`src/rtl/cdc_pkg.sv`:
```
// cdc_pkg -- shared definitions for the toggle-based CDC event transmitter.
//   state_t          : transmitter FSM states (IDLE, HOLD)
//   MIN_HOLD_CYCLES  : smallest legal spacing between toggle changes
package cdc_pkg;

  typedef enum logic {
    IDLE = 1'b0,
    HOLD = 1'b1
  } state_t;

  localparam int MIN_HOLD_CYCLES = 2;

endpackage : cdc_pkg

```
`src/rtl/cdc_toggle_tx.sv`:
```
// cdc_toggle_tx -- converts accepted events into changes of a registered
// toggle level. Consecutive changes are spaced at least HOLD_CYCLES clk edges
// apart so a downstream synchroniser/pulse stage can see each one. Events
// arriving faster than that are queued in a saturating pending counter.
//
// Parameters
//   HOLD_CYCLES : minimum clk cycles between toggle changes (>= 2)
//   PEND_WIDTH  : width of the pending-event counter
//
// Ports
//   clk      in   single clock; all logic is in this domain
//   aresetn  in   asynchronous, active-low reset
//   ev_valid in   event request
//   ev_ready out  event accepted when ev_valid && ev_ready at a clk edge
//   toggle   out  registered level; every change is one event
//   pending  out  accepted events not yet toggled (saturates, never wraps)
//   busy     out  high while holding off or while events are pending
//   overflow out  sticky dropped-event flag (drop mode only, else 0)
//
// Build option
//   CDC_TOGGLE_TX_DROP_EN : ev_ready is tied high; an event arriving while
//   pending is at its maximum is dropped and sets overflow until reset.
//   Undefined (default): ev_ready backpressures when pending is full.
//
// Integration note: asserting aresetn forces toggle to 0 immediately. If
// toggle was 1, the receiver sees a 1->0 change that is not an event; reset
// both sides together or ignore the receiver output around reset. Pending
// events are discarded by reset.
module cdc_toggle_tx
  import cdc_pkg::*;
#(
  parameter int HOLD_CYCLES = 4,
  parameter int PEND_WIDTH  = 4
) (
  input  logic                  clk,
  input  logic                  aresetn,
  input  logic                  ev_valid,
  output logic                  ev_ready,
  output logic                  toggle,
  output logic [PEND_WIDTH-1:0] pending,
  output logic                  busy,
  output logic                  overflow
);

  localparam int CNT_W = $clog2(HOLD_CYCLES);
  localparam logic [PEND_WIDTH-1:0] PEND_MAX = '1;
  // The counter covers the edges between two toggle changes: loaded on the
  // toggle edge, it reaches 0 one edge before the next change may happen,
  // which places consecutive changes exactly HOLD_CYCLES edges apart.
  localparam logic [CNT_W-1:0] HOLD_LOAD = CNT_W'(HOLD_CYCLES - 1);

  generate
    if (HOLD_CYCLES < MIN_HOLD_CYCLES) begin : g_bad_hold
      $error("cdc_toggle_tx: HOLD_CYCLES must be >= 2");
    end
  endgenerate

  state_t           state;
  logic [CNT_W-1:0] hold_cnt;
  logic             pend_full;
  logic             accept;
  logic             fire;

  // Full is judged on the registered count only, so a decrement on the same
  // edge cannot open the door early and ev_valid never reaches ev_ready.
  assign pend_full = (pending == PEND_MAX);
  assign accept    = ev_valid && !pend_full;
  assign fire      = (pending != '0) &&
                     ((state == IDLE) || (hold_cnt == '0));
  assign busy      = (state == HOLD) || (pending != '0);

`ifdef CDC_TOGGLE_TX_DROP_EN
  assign ev_ready = 1'b1;

  always_ff @(posedge clk or negedge aresetn) begin
    if (!aresetn) begin
      overflow <= 1'b0;
    end else if (ev_valid && pend_full) begin
      overflow <= 1'b1;
    end
  end
`else
  assign ev_ready = !pend_full;
  assign overflow = 1'b0;
`endif

  // NOTE: sequential state uses non-blocking assignments only, so every
  // register samples the pre-edge values regardless of statement order.
  always_ff @(posedge clk or negedge aresetn) begin
    if (!aresetn) begin
      state    <= IDLE;
      hold_cnt <= '0;
      toggle   <= 1'b0;
      pending  <= '0;
    end else begin
      // Accept and toggle on the same edge cancel out.
      case ({accept, fire})
        2'b10:   pending <= pending + PEND_WIDTH'(1);
        2'b01:   pending <= pending - PEND_WIDTH'(1);
        default: pending <= pending;
      endcase

      case (state)
        IDLE: begin
          if (fire) begin
            toggle   <= ~toggle;
            hold_cnt <= HOLD_LOAD;
            state    <= HOLD;
          end
        end
        HOLD: begin
          if (hold_cnt != '0) begin
            hold_cnt <= hold_cnt - CNT_W'(1);
          end else if (fire) begin
            toggle   <= ~toggle;
            hold_cnt <= HOLD_LOAD;
          end else begin
            state <= IDLE;
          end
        end
        default: begin
          state    <= IDLE;
          hold_cnt <= '0;
        end
      endcase
    end
  end

endmodule : cdc_toggle_tx

```
`config.mk`:
```
export PLATFORM = sky130hd
export DESIGN_NAME = cdc_toggle_tx
export DESIGN_NICKNAME = d
export VERILOG_FILES = /design/src/rtl/cdc_pkg.sv /design/src/rtl/cdc_toggle_tx.sv
export SDC_FILE = /design/constraint.sdc
export NUM_CORES = 1
export LEC_CHECK = 0
export CAP_MARGIN = 30
export CORE_AREA = 8 8 45 47
export CTS_BUF_LIST = sky130_fd_sc_hd__clkbuf_8 sky130_fd_sc_hd__clkbuf_16
export DETAILED_ROUTE_END_ITERATION = 10
export DIE_AREA = 0 0 53 55
export GPL_ROUTABILITY_DRIVEN = 0
export PLACE_DENSITY = 0.63
export SLEW_MARGIN = 20
export SYNTH_ARGS = -nofsm -noshare
export SYNTH_HDL_FRONTEND = slang
export SYNTH_SLANG_ARGS = --single-unit
```
`constraint.sdc`:
```
create_clock -name clk -period 6.4 [get_ports clk]
set_clock_uncertainty 0.2 [all_clocks]
set_input_delay 1.28 -clock clk [delete_from_list [all_inputs] [get_ports clk]]
set_output_delay 1.28 -clock clk [all_outputs]
set_load 0.03 [all_outputs]
```
### Yosys cells after proc, flatten, opt, wreduce, memory -nomap -nowiden

Cells that the tools add are included.

| storage, ports and cells | value |
|---|---|
| word-level logic and storage cells | 32 |
| bits of input ports | 3 |
| bits in registers | 8 |

| cells by class | value |
|---|---|
| reduce and logical (&&, ||, !) cells | 9 |
| add/sub/neg operators | 3 |
| equality and inequality tests | 4 |
| muxes and demuxes | 10 |
| bitwise operators | 2 |

Operators by type and width:

| cell | number |
|---|---|
| $pmux 4 s2 | 1 |
| $add 4x1->4 const B | 1 |
| $eq 4x4->1 const B | 1 |
| $mux 1 | 4 |
| $mux 2 | 2 |
| $pmux 1 s2 | 2 |
| $pmux 2 s2 | 1 |
| $reduce_bool 2->1 | 2 |
| $reduce_bool 4->1 | 1 |
| $sub 4x1->4 const B | 1 |
| $eq 2x1->1 const B | 1 |
| $eq 2x2->1 const B | 1 |
| $logic_and 1x1->1 | 2 |
| $logic_not 2->1 | 1 |
| $logic_or 1x1->1 | 2 |
| $ne 2x2->1 const B | 1 |
| $not 1->1 | 2 |
| $sub 2x1->2 const B | 1 |
| $logic_not 1->1 | 1 |

### Depth between registers and ports, before layout

| depth | value |
|---|---|
| depth in word-level cells | 6 |
| mapped depth | 9 |
| mapped depth without buffers | 9 |

### Worst setup path after synthesis

Ideal clock, no wire load.

| timing | value |
|---|---|
| kind | in2reg |
| from | input ev_valid |
| to | register pending[2] |
| cell stages on the path | 8 |
| arrival time | 2.396 ns |
| data required time | 6.058 ns |
| setup slack | 3.662 ns |
| path buffers | 0 |
| library setup time | 0.142 ns |
| path through | nand2_1 ha_1 xor2_1 ha_1 a21oi_1 xor2_1 nor2_1 xor2_1 |

| between the ends | value |
|---|---|
| word-level cells in the longest chain between the ends | 3 |
| elaborated cells between the ends (all ways) | 5 |
| classes of those cells | 2 x eq/ne; 1 x mux; 2 x reduce/logical |

Ends and longest elaborated chain:

| element | RTL line | RTL |
|---|---|---|
| start, declared | cdc_toggle_tx.sv:37 | `input logic ev_valid,` |
| $logic_and 1x1->1 (*) | cdc_toggle_tx.sv:67 | `assign accept = ev_valid && !pend_full;` |
| $eq 2x1->1 or $eq 2x2->1 (tied branches) | cdc_toggle_tx.sv:97 | `case ({accept, fire})` |
| $pmux 4 s2 or $reduce_bool 2->1 (tied branches) | - |  |
| end signal, assigned | cdc_toggle_tx.sv:98 | `2'b10: pending <= pending + PEND_WIDTH'(1);` |
| end signal, assigned | cdc_toggle_tx.sv:99 | `2'b01: pending <= pending - PEND_WIDTH'(1);` |
| end signal, assigned | cdc_toggle_tx.sv:100 | `default: pending <= pending;` |
| end, declared | cdc_toggle_tx.sv:40 | `output logic [PEND_WIDTH-1:0] pending,` |

Every way passes the cells marked *; elsewhere a longest branch is shown, timed or not.
A chain may end at the register's enable or synchronous reset.

### Final worst setup path

| timing | value |
|---|---|
| from | register pending[2] |
| to | output busy |

| between the ends | value |
|---|---|
| word-level cells in the longest chain between the ends | 2 |

Ends and longest elaborated chain:

| element | RTL line | RTL |
|---|---|---|
| $reduce_bool 4->1 | cdc_toggle_tx.sv:70 | `assign busy = (state == HOLD) \|\| (pending != '0);` |
| $logic_or 1x1->1 | cdc_toggle_tx.sv:70 |  |
| end, declared | cdc_toggle_tx.sv:41 | `output logic busy,` |

No other way between the ends.

==> flow_metrics.py <==
metrics = {
    "outcome": {
        "status": "finished clean",
    },
    "global_route": {
        "gr-usage-all-layers": 0.0704,
        "gr-total-overflow": 0,
        "grt_pass1_vias": 331,
        "grt_pass1_wl_um": 1480,
        "antenna_found_initial": 0,
        "grt_max_degree": 9,
    },
    "yosys": {
        "synthCells": 42,
        "async_flop_share": 1.00,
        "ys_top_cells_by_count": "dfrtp_1 (8), xor2_1 (4), a21oi_1 (3), ha_1 (3)",
        "syn_nets": 48,
        "ys_seq_area_frac": 0.444,
        "ys.flop_type": "dfrtp_1",
        "yosysTopAreaCell": "dfrtp_1",
        "syn-mean-instance-area_um2": 10.7,
        "yosysUniqueCellTypes": 24,
        "synth_top_area_frac": 0.444,
        "yosys_register_bits": 8,
        "synth.most_common_cell": "dfrtp_1",
        "syn_area_um2": 450,
        "ys_warn_count": 0,
        "synth.top_cells.by_area": "dfrtp_1 (44%), ha_1 (8.3%), xor2_1 (7.8%)",
        "synth_edf_count": 0,
    },
    "sta": {
        "finalSetupViolCount": 0,
        "fin_setup_tns_ns": 0,
        "rsz0062_at_grt": "no",
        "period_minus_slack_ns": 3.34,
        "finalCritPeriodShare": 0.521,
        "finalHoldViolCount": 0,
        "maxSlewViolCount": 0,
        "max_freq_mhz": 300,
    },
    "power": {
        "p_leak_uw": 0.000241,
        "p_total_uw": 356,
        "power.density_nw_per_um2": 599,
        "worst_ir_drop_vdd_mv": 0.298,
    },
    "floorplan": {
        "initial_core_util": 0.325,
        "chipHeight_um": 55,
        "die_area_um2": 2920,
        "rows": 14,
        "die_w_um": 53,
        "core_um2": 1380,
        "io_pins": 11,
    },
    "route": {
        "num_vias": 350,
        "ant_nets": 0,
        "drt-initial-drc-count": 3,
        "vias_per_cell": 5.07,
        "wl_um": 811,
        "drc_errors": 0,
        "wl_per_cell_um": 11.8,
        "first_pass_iters": 4,
    },
    "worst_setup_path": {
        "crit_type": "flop to output port",
        "rr_startpoint": "pending[2]",
        "worstPathArrival_ns": 1.86,
        "ff2ff_setup_slack_ns": 3.80,
        "crit_path_end_kind": "output port",
        "cp-start-kind": "flop",
        "timing.rr.end": "pending[2]",
        "cp_max_fo": 7,
        "required_ns": 4.92,
        "r2r_cells": 9,
    },
    "cells_and_area": {
        "area_delta_synth_final_pct": 31.9,
        "drive_gt1_frac": 0.113,
        "insertedDiodeCount": 0,
        "nNetsFinal": 61,
        "final_cells": 69,
        "fill_cells": 152,
    },
    "min_path": {
        "holdCritStartpoint": "toggle",
        "whs_endpoint": "toggle",
        "min_path_cells": 1,
        "hold_path.class": "flop to flop",
    },
    "clock_network": {
        "hold_buffers": 0,
        "cts_root_buf": "clkbuf_8",
        "numCtsBuffers": 3,
        "clk_latency_ns": 0.23,
        "cts.sinks": 8,
        "clk_pin_slew_worst_paths_ns": 0.04,
        "post_cts_resized": 0,
        "clockBufferDepth": 2,
        "h-tree-depth": 1,
        "tritoncts": "built",
        "post_cts_buffers": 0,
    },
    "place": {
        "dpl.hpwl_um": 617,
        "portBuffers": 9,
        "dp_cells": 66,
    },
    "run": {
        "maxCapViolations": 0,
    },
}
## state kept, by name, summed over array words and instances, names as in the netlist
register  count
toggle        1
hold_cnt      2
pending       4
state         1
## cell type report
class / count / area (µm²) / share of cell area
Clock buffer: 3 / 41.3 / 0.0695
Inverter: 1 / 3.75 / 0.00632
Multi-Input combinational cell: 32 / 239 / 0.402
Sequential cell: 8 / 200 / 0.337
Tap cell: 16 / 20.0 / 0.0337
Timing Repair Buffer: 9 / 90.1 / 0.152
## per-layer routing
layer,GRT usage,vias up,wire length [µm]
met3,0.0401,2,61
li1,-,169,-
met4,0.0517,0,14
met1,0.0759,170,332
met2,0.102,9,403
met5,0,-,0
## through the flow
| stage | worst slack, ns | hold slack (ns) | instance area [µm²] | util |
|---|---|---|---|---|
| 6_report | 3.06 | 0.268 | 594 | 0.429 |
| 5_1_grt | 2.98 | 0.295 | 594 | 0.429 |
| 4_1_cts | 3.04 | 0.269 | 594 | 0.429 |
| 3_5_place_dp | 3.14 | 0.261 | 553 | 0.400 |
| 3_3_place_gp | 3.15 | 0.253 | 553 | 0.400 |
| 2_1_floorplan | 3.66 | 0.266 | 450 | - |
## worst max-delay path by stage
stage                  to  startpoint  cells after the start  slack [ns]
2_1_floorplan  pending[2]    ev_valid                      8        3.66
3_3_place_gp   pending[2]    ev_valid                      9        3.15
3_5_place_dp   pending[2]    ev_valid                      9        3.14
4_1_cts              busy  pending[2]                      3        3.04
5_1_grt              busy  pending[2]                      3        2.98
6_report             busy  pending[2]                      3        3.06
## logic make-up after synthesis
| kind of cell | count (synthesis) | share of synthesized area |
|---|---|---|
| XOR/XNOR | 6 | 0.117 |
| AO/OA/AOI/OAI | 7 | 0.108 |
| AND/OR/NAND/NOR | 14 | 0.189 |
| other | 1 | 0.00833 |
| buffers and inverters | 2 | 0.0250 |
| adder cells (fa/ha/maj) | 3 | 0.0833 |
| flip-flops | 8 | 0.444 |
| multiplexers | 1 | 0.0250 |
## worst max-delay path, stage by stage (launching register included)
cell and delay [ns]:
dfrtp_1 0.46, nor4_2 0.47, nand2b_1 0.09, clkdlybuf4s50_1 0.60
## power by group
group | total, µW | switching (µW) | internal [µW] | leakage [µW]
logic | 183 | 97.1 | 85.5 | 0.000129
clock network | 58.5 | 17.9 | 40.6 | 0.0000216
registers | 115 | 38.1 | 76.9 | 0.0000903
total | 356 | 153 | 203 | 0.000241
## placed cells by master (no fill, tap or decap)
cell type        netlist  layout
inv_1                  1       1
mux2_2                 1       1
a2111oi_2              1       1
o21ai_0                1       1
nor4_2                 1       1
a22oi_1                1       1
nor2b_1                1       1
conb_1                 1       1
xor2_1                 4       4
nor4b_1                1       1
nand3b_1               1       1
nor3_1                 1       1
ha_1                   3       3
clkdlybuf4s50_1        0       9
nand2_1                2       2
nand3_1                1       1
a31oi_1                1       1
nand4_1                1       1
xnor2_1                2       2
nor4_1                 1       1
a21oi_1                3       3
nor2_1                 2       2
nand2b_1               2       2
dfrtp_1                8       8
clkbuf_8               0       3
(Power assumes the default switching activity.)
